===== src/rtl/ahb_pkg.sv =====
// Shared AHB-Lite encodings and arbiter state/owner types for the fetch/LSU bus arbiter.
package ahb_pkg;

    localparam logic [1:0] HTRANS_IDLE   = 2'b00;
    localparam logic [1:0] HTRANS_NONSEQ = 2'b10;

    localparam logic [2:0] HBURST_SINGLE = 3'b000;

    localparam logic [2:0] HSIZE_BYTE = 3'b000;
    localparam logic [2:0] HSIZE_HALF = 3'b001;
    localparam logic [2:0] HSIZE_WORD = 3'b010;

    // Opcode fetch, privileged for IFU; data access, privileged for LSU.
    localparam logic [3:0] HPROT_IFU = 4'b0010;
    localparam logic [3:0] HPROT_LSU = 4'b0011;

    // One-hot so the arbiter FSM decodes the same way as the PFU FSM.
    typedef enum logic [2:0] {
        ST_IDLE = 3'b001,
        ST_ADDR = 3'b010,
        ST_DATA = 3'b100
    } arb_state_e;

    typedef enum logic {
        OWNER_IFU = 1'b0,
        OWNER_LSU = 1'b1
    } owner_e;

endpackage


===== src/rtl/ahb_prio_starve.sv =====
// Fixed LSU-priority arbitration with an anti-starvation counter for the IFU.
module ahb_prio_starve #(
    parameter int STARVE_LIMIT = 4
) (
    input  logic clk_i,
    input  logic rst_n_i,
    input  logic arb_en,
    input  logic ifu_req,
    input  logic ifu_kill,
    input  logic lsu_req,
    output logic grant_ifu,
    output logic grant_lsu
);

    localparam int CW = $clog2(STARVE_LIMIT + 1);
    localparam logic [CW-1:0] LIMIT = CW'(STARVE_LIMIT);

    logic [CW-1:0] starve_cnt;
    logic          ifu_starved;

    // LSU wins unless the IFU has lost LIMIT times in a row and is still asking.
    always_comb begin
        ifu_starved = ifu_req && (starve_cnt == LIMIT);
        grant_lsu   = arb_en && lsu_req && !ifu_starved;
        grant_ifu   = arb_en && !(lsu_req && !ifu_starved) && ifu_req && !ifu_kill;
    end

    // Count IFU losses; any IFU win or an arbitration cycle without an IFU request resets the count.
    always_ff @(posedge clk_i) begin
        if (!rst_n_i) begin
            starve_cnt <= '0;
        end else if (arb_en) begin
            if (grant_ifu || !ifu_req) begin
                starve_cnt <= '0;
            end else if (grant_lsu && (starve_cnt != LIMIT)) begin
                starve_cnt <= starve_cnt + CW'(1);
            end
        end
    end

endmodule


===== src/rtl/ahb_fetch_lsu_arbiter.sv =====
// Shares one AHB-Lite master port between instruction fetch and load/store,
// issuing one non-pipelined SINGLE transfer at a time with fully registered outputs.
module ahb_fetch_lsu_arbiter
    import ahb_pkg::*;
#(
    parameter int ADDR_W       = 32,
    parameter int DATA_W       = 32,
    parameter int STARVE_LIMIT = 4
) (
    input  logic              clk_i,
    input  logic              rst_n_i,
    input  logic              ifu_req_i,
    input  logic [ADDR_W-1:0] ifu_addr_i,
    input  logic              ifu_kill_i,
    output logic              ifu_ack_o,
    output logic [DATA_W-1:0] ifu_rdata_o,
    output logic              ifu_err_o,
    input  logic              lsu_req_i,
    input  logic [ADDR_W-1:0] lsu_addr_i,
    input  logic              lsu_wr_i,
    input  logic [2:0]        lsu_size_i,
    input  logic [DATA_W-1:0] lsu_wdata_i,
    output logic              lsu_ack_o,
    output logic [DATA_W-1:0] lsu_rdata_o,
    output logic              lsu_err_o,
    output logic [ADDR_W-1:0] haddr_o,
    output logic [1:0]        htrans_o,
    output logic              hwrite_o,
    output logic [2:0]        hsize_o,
    output logic [2:0]        hburst_o,
    output logic [3:0]        hprot_o,
    output logic [DATA_W-1:0] hwdata_o,
    input  logic              hready_i,
    input  logic              hresp_i,
    input  logic [DATA_W-1:0] hrdata_i
);

    arb_state_e        state_q, state_d;
    owner_e            owner_q, owner_d;
    logic              kill_pend_q, kill_pend_d;
    logic [DATA_W-1:0] wdata_q, wdata_d;

    logic [ADDR_W-1:0] haddr_d;
    logic [1:0]        htrans_d;
    logic              hwrite_d;
    logic [2:0]        hsize_d;
    logic [3:0]        hprot_d;
    logic [DATA_W-1:0] hwdata_d;

    logic              ifu_ack_d, ifu_err_d, lsu_ack_d, lsu_err_d;
    logic [DATA_W-1:0] ifu_rdata_d, lsu_rdata_d;

    logic              grant_ifu, grant_lsu;

    assign hburst_o = HBURST_SINGLE;

    ahb_prio_starve #(
        .STARVE_LIMIT(STARVE_LIMIT)
    ) u_prio (
        .clk_i     (clk_i),
        .rst_n_i   (rst_n_i),
        .arb_en    (state_q == ST_IDLE),
        .ifu_req   (ifu_req_i),
        .ifu_kill  (ifu_kill_i),
        .lsu_req   (lsu_req_i),
        .grant_ifu (grant_ifu),
        .grant_lsu (grant_lsu)
    );

    // Next-state and next-output logic; every output is held unless a phase change updates it.
    always_comb begin
        state_d     = state_q;
        owner_d     = owner_q;
        kill_pend_d = kill_pend_q;
        wdata_d     = wdata_q;
        haddr_d     = haddr_o;
        htrans_d    = htrans_o;
        hwrite_d    = hwrite_o;
        hsize_d     = hsize_o;
        hprot_d     = hprot_o;
        hwdata_d    = hwdata_o;
        ifu_ack_d   = 1'b0;
        ifu_err_d   = 1'b0;
        ifu_rdata_d = ifu_rdata_o;
        lsu_ack_d   = 1'b0;
        lsu_err_d   = 1'b0;
        lsu_rdata_d = lsu_rdata_o;

        unique case (state_q)
            ST_IDLE: begin
                htrans_d    = HTRANS_IDLE;
                kill_pend_d = 1'b0;
                if (grant_lsu) begin
                    owner_d  = OWNER_LSU;
                    haddr_d  = lsu_addr_i;
                    hwrite_d = lsu_wr_i;
                    hsize_d  = lsu_size_i;
                    hprot_d  = HPROT_LSU;
                    wdata_d  = lsu_wdata_i;
                    htrans_d = HTRANS_NONSEQ;
                    state_d  = ST_ADDR;
                end else if (grant_ifu) begin
                    owner_d  = OWNER_IFU;
                    haddr_d  = ifu_addr_i;
                    hwrite_d = 1'b0;
                    hsize_d  = HSIZE_WORD;
                    hprot_d  = HPROT_IFU;
                    wdata_d  = '0;
                    htrans_d = HTRANS_NONSEQ;
                    state_d  = ST_ADDR;
                end
            end

            ST_ADDR: begin
                if (ifu_kill_i && (owner_q == OWNER_IFU)) begin
                    kill_pend_d = 1'b1;
                end
                if (hready_i) begin
                    htrans_d = HTRANS_IDLE;
                    hwdata_d = wdata_q;
                    state_d  = ST_DATA;
                end
            end

            ST_DATA: begin
                if (ifu_kill_i && (owner_q == OWNER_IFU)) begin
                    kill_pend_d = 1'b1;
                end
                if (hready_i) begin
                    state_d     = ST_IDLE;
                    hwdata_d    = '0;
                    kill_pend_d = 1'b0;
                    if (owner_q == OWNER_LSU) begin
                        lsu_ack_d   = 1'b1;
                        lsu_rdata_d = hrdata_i;
                        lsu_err_d   = hresp_i;
                    end else if (!(kill_pend_q || ifu_kill_i)) begin
                        ifu_ack_d   = 1'b1;
                        ifu_rdata_d = hrdata_i;
                        ifu_err_d   = hresp_i;
                    end
                end
            end

            default: begin
                state_d  = ST_IDLE;
                htrans_d = HTRANS_IDLE;
            end
        endcase
    end

    // State and output registers; reset aborts any transfer in progress without an ack.
    always_ff @(posedge clk_i) begin
        if (!rst_n_i) begin
            state_q     <= ST_IDLE;
            owner_q     <= OWNER_IFU;
            kill_pend_q <= 1'b0;
            wdata_q     <= '0;
            haddr_o     <= '0;
            htrans_o    <= HTRANS_IDLE;
            hwrite_o    <= 1'b0;
            hsize_o     <= HSIZE_WORD;
            hprot_o     <= 4'b0000;
            hwdata_o    <= '0;
            ifu_ack_o   <= 1'b0;
            ifu_err_o   <= 1'b0;
            ifu_rdata_o <= '0;
            lsu_ack_o   <= 1'b0;
            lsu_err_o   <= 1'b0;
            lsu_rdata_o <= '0;
        end else begin
            state_q     <= state_d;
            owner_q     <= owner_d;
            kill_pend_q <= kill_pend_d;
            wdata_q     <= wdata_d;
            haddr_o     <= haddr_d;
            htrans_o    <= htrans_d;
            hwrite_o    <= hwrite_d;
            hsize_o     <= hsize_d;
            hprot_o     <= hprot_d;
            hwdata_o    <= hwdata_d;
            ifu_ack_o   <= ifu_ack_d;
            ifu_err_o   <= ifu_err_d;
            ifu_rdata_o <= ifu_rdata_d;
            lsu_ack_o   <= lsu_ack_d;
            lsu_err_o   <= lsu_err_d;
            lsu_rdata_o <= lsu_rdata_d;
        end
    end

endmodule


===== config.mk =====
export PLATFORM = sky130hd
export DESIGN_NAME = ahb_fetch_lsu_arbiter
export DESIGN_NICKNAME = d
export VERILOG_FILES = /design/src/rtl/ahb_pkg.sv /design/src/rtl/ahb_prio_starve.sv /design/src/rtl/ahb_fetch_lsu_arbiter.sv
export SDC_FILE = /design/constraint.sdc
export NUM_CORES = 1
export LEC_CHECK = 0
export BUFFER_PORTS_ARGS = -buffer_cell sky130_fd_sc_hd__buf_2
export CORE_MARGIN = 1.5
export CORE_UTILIZATION = 48
export CTS_CLUSTER_DIAMETER = 100
export DETAILED_ROUTE_END_ITERATION = 8
export PLACE_DENSITY = 0.76
export SLEW_MARGIN = 40
export SYNTH_ARGS = -nofsm -noshare
export SYNTH_HDL_FRONTEND = slang
export SYNTH_SLANG_ARGS = --single-unit

===== constraint.sdc =====
create_clock -name clk_i -period 2.1 [get_ports clk_i]
set_input_delay 0.21 -clock clk_i [delete_from_list [all_inputs] [get_ports clk_i]]
set_output_delay 0.21 -clock clk_i [all_outputs]
set_load 0.02 [all_outputs]

## After elaboration in Yosys (flattened, before gate mapping)

Index checks and enable logic that the tools add are counted.

- Word-level logic and storage cells: 90
- Bits of input ports: 139
- Register bits after elaboration: 182

- Multiplexer cells: 29
- Reduce and logical (&&, ||, !) cells: 30
- Equal/unequal tests: 8
- Add/sub/neg operators: 1
- Bitwise logic cells: 5

Operators by type and width:

| operator | number |
|---|---|
| $mux W32 | 6 |
| $pmux W32 S2 | 1 |
| $mux W3 | 7 |
| $reduce_and A3 Y1 | 4 |
| $logic_and A1 B1 Y1 | 9 |
| $pmux W3 S3 | 1 |
| $mux W4 | 2 |
| $reduce_and A4 Y1 | 2 |
| $mux W1 | 7 |
| $eq A3 B3 Y1 const B | 2 |
| $mux W2 | 3 |
| $ne A3 B3 Y1 const B | 2 |
| $pmux W2 S3 | 1 |
| $reduce_and A2 Y1 | 3 |
| $reduce_bool A2 Y1 | 3 |
| $not A1 Y1 | 5 |
| $reduce_or A5 Y1 | 1 |
| $logic_not A1 Y1 | 4 |
| $ne A2 B2 Y1 const B | 2 |
| $reduce_or A4 Y1 | 1 |
| $add A3 B1 Y3 const B | 1 |
| $eq A3 B1 Y1 const B | 1 |
| $eq A3 B2 Y1 const B | 1 |
| $pmux W1 S3 | 1 |
| 2 further kinds | 3 |

## Logic depth before layout (Yosys ltp)

- Depth after elaboration: 11
- Depth in mapped cells: 9

## Cells and area by module

A second synthesis with hierarchy kept.

- Cells, all modules: 703
- Area total of the unflattened synthesis: 7205.7 µm²

By module, submodules not included:

| module | cells each | area each (µm²) | seq. area each (µm²) | times used |
|---|---|---|---|---|
| ahb_fetch_lsu_arbiter | 678 | 6994.2 | 3503.4 | 1 |
| ahb_prio_starve | 25 | 211.5 | 60.1 | 1 |

## Least setup slack after synthesis

No wires, ideal clock.

- Kind: register to register
- Start point: register u_prio.starve_cnt[0]
- End point: register haddr_o[0]
- Setup time: 0.070 ns
- Data required time: 2.030 ns
- Data arrival time: 1.667 ns
- Slack: 0.363 ns
- Buffers on the path: 2
- Cell stages (with the launch flop): 9
- Cell sequence: dfxtp_1 inv_1 ha_1 a21boi_1 o31ai_1 buf_2 buf_2 a21oi_1 a21oi_1

- Word-level cells in the longest chain between the ends: 10
- Elaborated cells on any way between the ends: 12
- Classes of those cells: eq/ne (1); mux (1); reduce/logical (10)

Ends and longest elaborated chain:

| what | line | text |
|---|---|---|
| start: declaration | ahb_prio_starve.sv:18 | `logic [CW-1:0] starve_cnt;` |
| start signal: assignment | ahb_prio_starve.sv:36 | `starve_cnt <= starve_cnt + CW'(1);` |
| $eq A3 B3 Y1 * | ahb_prio_starve.sv:23 | `ifu_starved = ifu_req && (starve_cnt == LIMIT);` |
| $logic_and A1 B1 Y1 * | ahb_prio_starve.sv:23 |  |
| $logic_not A1 Y1 * | ahb_prio_starve.sv:24, ahb_prio_starve.sv:25 |  |
| $logic_and A1 B1 Y1 | ahb_prio_starve.sv:25 | `grant_ifu = arb_en && !(lsu_req && !ifu_starved) && ifu_req && !ifu_kill;` |
| $logic_not A1 Y1 | ahb_prio_starve.sv:25 |  |
| $logic_and A1 B1 Y1 (3 in a row) | ahb_prio_starve.sv:25 |  |
| $reduce_bool A2 Y1 (no source line) | -- |  |
| $reduce_and A2 Y1 (no source line) | -- |  |
| end signal: assignment | ahb_fetch_lsu_arbiter.sv:176 | `haddr_o <= haddr_d;` |
| end: declaration | ahb_fetch_lsu_arbiter.sv:26 | `output logic [ADDR_W-1:0] haddr_o,` |

Mark *: on every way between the ends. The rest lies on a longest branch, timed or not.
A chain may end at the register's enable or synchronous reset.

## Worst setup path after layout

- Start point: register u_prio.starve_cnt[0]
- End point: register haddr_o[1]

Same word-level chain as after synthesis.

==> metrics.log <==
[metrics] Max-cap violations: 0
[metrics] class of the tightest hold or removal check: in2reg
[metrics] total instance count after detailed placement: 1185
[metrics] overall die width: 122 um
[metrics] global-route total usage across every layer: 24.4%
[metrics] number of detailed-routing iterations run before antenna repair: 5
[metrics] maximum level of the CTS H-tree: 4
[metrics] GR Util met3: 6.97%
[metrics] Static Leak: 3.91 nW
[metrics] CTS Sinks: 178
[metrics] Mapped Avg Cell Area: 8.81 um^2
[metrics] layout cell share with drive strength beyond 1: 31.7%
[metrics] post-cts hold buffer count: 0
[metrics] global placement routability congestion: 0.776
[metrics] number of flops mapped to enable cells by yosys: 0
[metrics] total core area: 13900 um^2
[metrics] layer with the highest usage after global routing: met2
[metrics] met1 global-route usage: 28.3%
[metrics] flip-flop cell with the highest count after synthesis: sky130_fd_sc_hd__dfxtp_1
[metrics] average via count per standard cell: 5.16
[metrics] root buffer cell: sky130_fd_sc_hd__clkbuf_16
[metrics] critical path fanouts, max: 37
[metrics] Filler Cell Count: 1235
[metrics] data required time of the worst path: 2.45 ns
[metrics] endpoint of the lowest-slack register-to-register path: haddr_o[1]
[metrics] sum of net half-perimeters after detailed placement: 12.4 mm
[metrics] vertical extent of the die: 122 um
[metrics] Max-Slew Margin vs Limit: 55.0%
[metrics] clock buffers created by TritonCTS: 17
[metrics] Post-DP Area: 8390 um^2
[metrics] setup violation total in the final timing report: 0
[metrics] RSZ-0062 raised after global routing: false
[metrics] Post-Syn Area: 6840 um^2
[metrics] total gr overflow: 0
[metrics] clock transition at the registers of the reported paths: 0.06 ns
[metrics] total routed wirelength: 18.5 mm
[metrics] data arrival at the endpoint of the critical path: 2.26 ns
[metrics] clock tree from TritonCTS: yes
[metrics] slew at the pin with the worst max-slew slack: 0.676 ns
[metrics] site row count: 43
[metrics] effective utilization at floorplan: 49.3%
[metrics] number of pins exceeding their max-slew limit in the final report: 0
[metrics] Max VDD drop: 0.000594 V
[metrics] post-CTS setup buffer count: 0
[metrics] maximum number of pins on one net before global-route repair: 73
[metrics] Gates resized, CTS repair: 0
[metrics] initial antenna violation count: 0
[metrics] hold-critical path depth: 3
[metrics] met2 routing resource usage after global routing: 41.9%
[metrics] total DRC errors in the routed layout: 0
[metrics] wire length of the first global-routing pass: 28.8 mm
[metrics] setup tns final: 0 ns
[metrics] Synth cell types: 36
[metrics] Bufs on Longest Clock Path: 2
[metrics] number of global-route vias before repair: 5942
[metrics] Initial DRC Count: 427
[metrics] Worst-Skew Late Latency: 0.42 ns
[metrics] worst flop-to-flop path startpoint: u_prio.starve_cnt[0]
[metrics] cell area after layout: 8970 um^2
[metrics] Min-Delay Startpoint: lsu_size_i[1]
[metrics] number of buffers added on ports: 277
[metrics] result of the run: completed
[metrics] Die ar.: 15000 um^2
[metrics] Setup crit start kind: flop
[metrics] synthesized instance count: 776
[metrics] kind of end point of the critical path: flop
[metrics] warnings from Yosys: 0
[metrics] number of routed nets with antenna violations: 0
[metrics] Final min period: 1.91 ns
[metrics] achievable frequency: 524 MHz
[metrics] reg-to-reg setup timing slack: 0.19 ns
[metrics] Final Cycle Share: 90.9%
[metrics] Hold Crit Endpoint: hsize_o[1]
[metrics] Layout area overhead: 31.1%
[metrics] Vias: 6282
[metrics] Pwr Density: 877 nW/um^2
[metrics] type of the worst setup path: reg2reg
[metrics] post-synthesis register bit count: 178
[metrics] average wire length per cell after detail routing: 15.2 um
[metrics] share of the yosys chip area belonging to registers: 52.1%
[metrics] Boundary Pins: 284
[metrics] fraction of registers with async set/reset: 0%
[metrics] non-filler cells in the finished layout: 1217
[metrics] final antenna diode count: 0
[metrics] Final Hold Vio Count: 0
[metrics] Nets: 1165
[metrics] depth of the worst register-to-register path: 6
[metrics] clk_skew: 0.00850 ns
==> metal layers <==
layer  vias up  wire length (um)
li1       3119                 -
met1      2894              7700
met2       229              8990
met3        40              1200
met4         0               561
met5         -                 0
==> worst max path at each step <==
stage          cells past startpoint                 start          end  slack, ns
3_3_place_gp                       6  u_prio.starve_cnt[0]  haddr_o[18]       0.31
6_report                           6  u_prio.starve_cnt[0]   haddr_o[1]       0.19
2_1_floorplan                      8  u_prio.starve_cnt[0]   haddr_o[0]       0.36
4_1_cts                            6  u_prio.starve_cnt[0]  haddr_o[24]       0.20
5_1_grt                            6  u_prio.starve_cnt[0]  haddr_o[18]      0.005
3_5_place_dp                       6  u_prio.starve_cnt[0]  haddr_o[19]       0.21
==> cell families after synthesis <==
logic type / after synthesis / share of synthesized area [%]
AND/OR/NAND/NOR: 268 / 18.3
XOR/XNOR: 1 / 0.128
AO/OA/AOI/OAI: 250 / 23.6
other: 1 / 0.0548
buffers and inverters: 74 / 5.10
adder cells (fa/ha/maj): 2 / 0.366
multiplexers: 2 / 0.293
flip-flops: 178 / 52.1
==> layout by cell type, fill, tap and decap left out, types with 2 or more instances in the layout <==
master	count
sky130_fd_sc_hd__o21ai_0	38
sky130_fd_sc_hd__buf_2	276
sky130_fd_sc_hd__clkinv_4	2
sky130_fd_sc_hd__a21oi_1	65
sky130_fd_sc_hd__nand3_1	4
sky130_fd_sc_hd__ha_1	2
sky130_fd_sc_hd__nor2b_1	74
sky130_fd_sc_hd__buf_4	10
sky130_fd_sc_hd__bufinv_16	2
sky130_fd_sc_hd__buf_12	8
sky130_fd_sc_hd__mux2i_1	2
sky130_fd_sc_hd__a22oi_1	67
sky130_fd_sc_hd__o21a_1	4
sky130_fd_sc_hd__clkbuf_8	3
sky130_fd_sc_hd__conb_1	6
sky130_fd_sc_hd__clkbuf_1	3
sky130_fd_sc_hd__nand3b_1	2
sky130_fd_sc_hd__nand2b_1	3
sky130_fd_sc_hd__inv_1	4
sky130_fd_sc_hd__nor3_1	2
sky130_fd_sc_hd__and2_1	2
sky130_fd_sc_hd__dfxtp_1	178
sky130_fd_sc_hd__nor2_1	5
sky130_fd_sc_hd__clkbuf_16	17
sky130_fd_sc_hd__and3_1	2
sky130_fd_sc_hd__a21boi_0	68
sky130_fd_sc_hd__a31oi_1	2
sky130_fd_sc_hd__nand2_1	168
sky130_fd_sc_hd__clkinv_2	4
==> final cells by class <==
class	count	area, um^2	area share [%]
Sequential cell	178	3560	39.7
Multi-Input combinational cell	529	2970	33.1
Timing Repair Buffer	294	1620	18.0
Clock buffer	23	478	5.33
Tap cell	180	225	2.51
Clock inverter	9	105	1.17
Inverter	4	15.0	0.167
==> stage by stage <==
step	power, mW	setup slack, ns	hold slack, ns	utilization [%]
2_1_floorplan	4.40	0.363	0.334	-
3_3_place_gp	4.82	0.315	0.426	60.4
3_5_place_dp	4.84	0.210	0.443	60.4
4_1_cts	7.91	0.197	0.00421	64.6
5_1_grt	8.19	0.00505	0.00459	64.6
6_report	7.87	0.191	0.0219	64.6
==> registers in the layout, summed over array words and instances, names as in the netlist <==
name and count:
haddr_o 32, hwdata_o 32, ifu_rdata_o 32, lsu_rdata_o 32, wdata_q 32, hsize_o 3
state_q 3, u_prio.starve_cnt 3, hprot_o 2, htrans_o 1, hwrite_o 1, ifu_ack_o 1
ifu_err_o 1, kill_pend_q 1, lsu_ack_o 1, lsu_err_o 1
==> synth_stat cells, types with 2 or more instances <==
library cell,n,area share (%)
sky130_fd_sc_hd__nand3b_1,2,0.22
sky130_fd_sc_hd__a31oi_1,2,0.18
sky130_fd_sc_hd__a22oi_1,67,7.4
sky130_fd_sc_hd__nand3_1,4,0.29
sky130_fd_sc_hd__inv_1,4,0.22
sky130_fd_sc_hd__nor3_1,2,0.15
sky130_fd_sc_hd__mux2i_1,2,0.29
sky130_fd_sc_hd__o21ai_0,38,2.8
sky130_fd_sc_hd__dfxtp_1,178,52
sky130_fd_sc_hd__nor2b_1,74,6.8
sky130_fd_sc_hd__nor2_1,5,0.27
sky130_fd_sc_hd__and2_1,2,0.18
sky130_fd_sc_hd__nand2_1,168,9.2
sky130_fd_sc_hd__buf_4,8,0.88
sky130_fd_sc_hd__and3_1,3,0.27
sky130_fd_sc_hd__a21oi_1,65,4.8
sky130_fd_sc_hd__buf_2,21,1.5
sky130_fd_sc_hd__nand2b_1,3,0.27
sky130_fd_sc_hd__clkbuf_1,39,2.1
sky130_fd_sc_hd__o21a_1,4,0.44
sky130_fd_sc_hd__buf_6,2,0.33
sky130_fd_sc_hd__ha_1,2,0.37
sky130_fd_sc_hd__a21boi_0,68,7.5
==> worst max-delay path: stages (launching register included) <==
cell                       delay (ns)
sky130_fd_sc_hd__dfxtp_1         0.36
sky130_fd_sc_hd__inv_1           0.07
sky130_fd_sc_hd__ha_1            0.25
sky130_fd_sc_hd__a21boi_1        0.20
sky130_fd_sc_hd__o31a_2          0.62
sky130_fd_sc_hd__o21ai_0         0.18
sky130_fd_sc_hd__a21oi_1         0.15
==> power breakdown <==
part	internal [mW]	switching (mW)	leakage, nW
Combinational	0.445	0.680	2.17
Sequential	3.55	0.0940	1.45
Clock	1.84	1.26	0.287
Note: power is estimated with default switching activity, not from simulation.
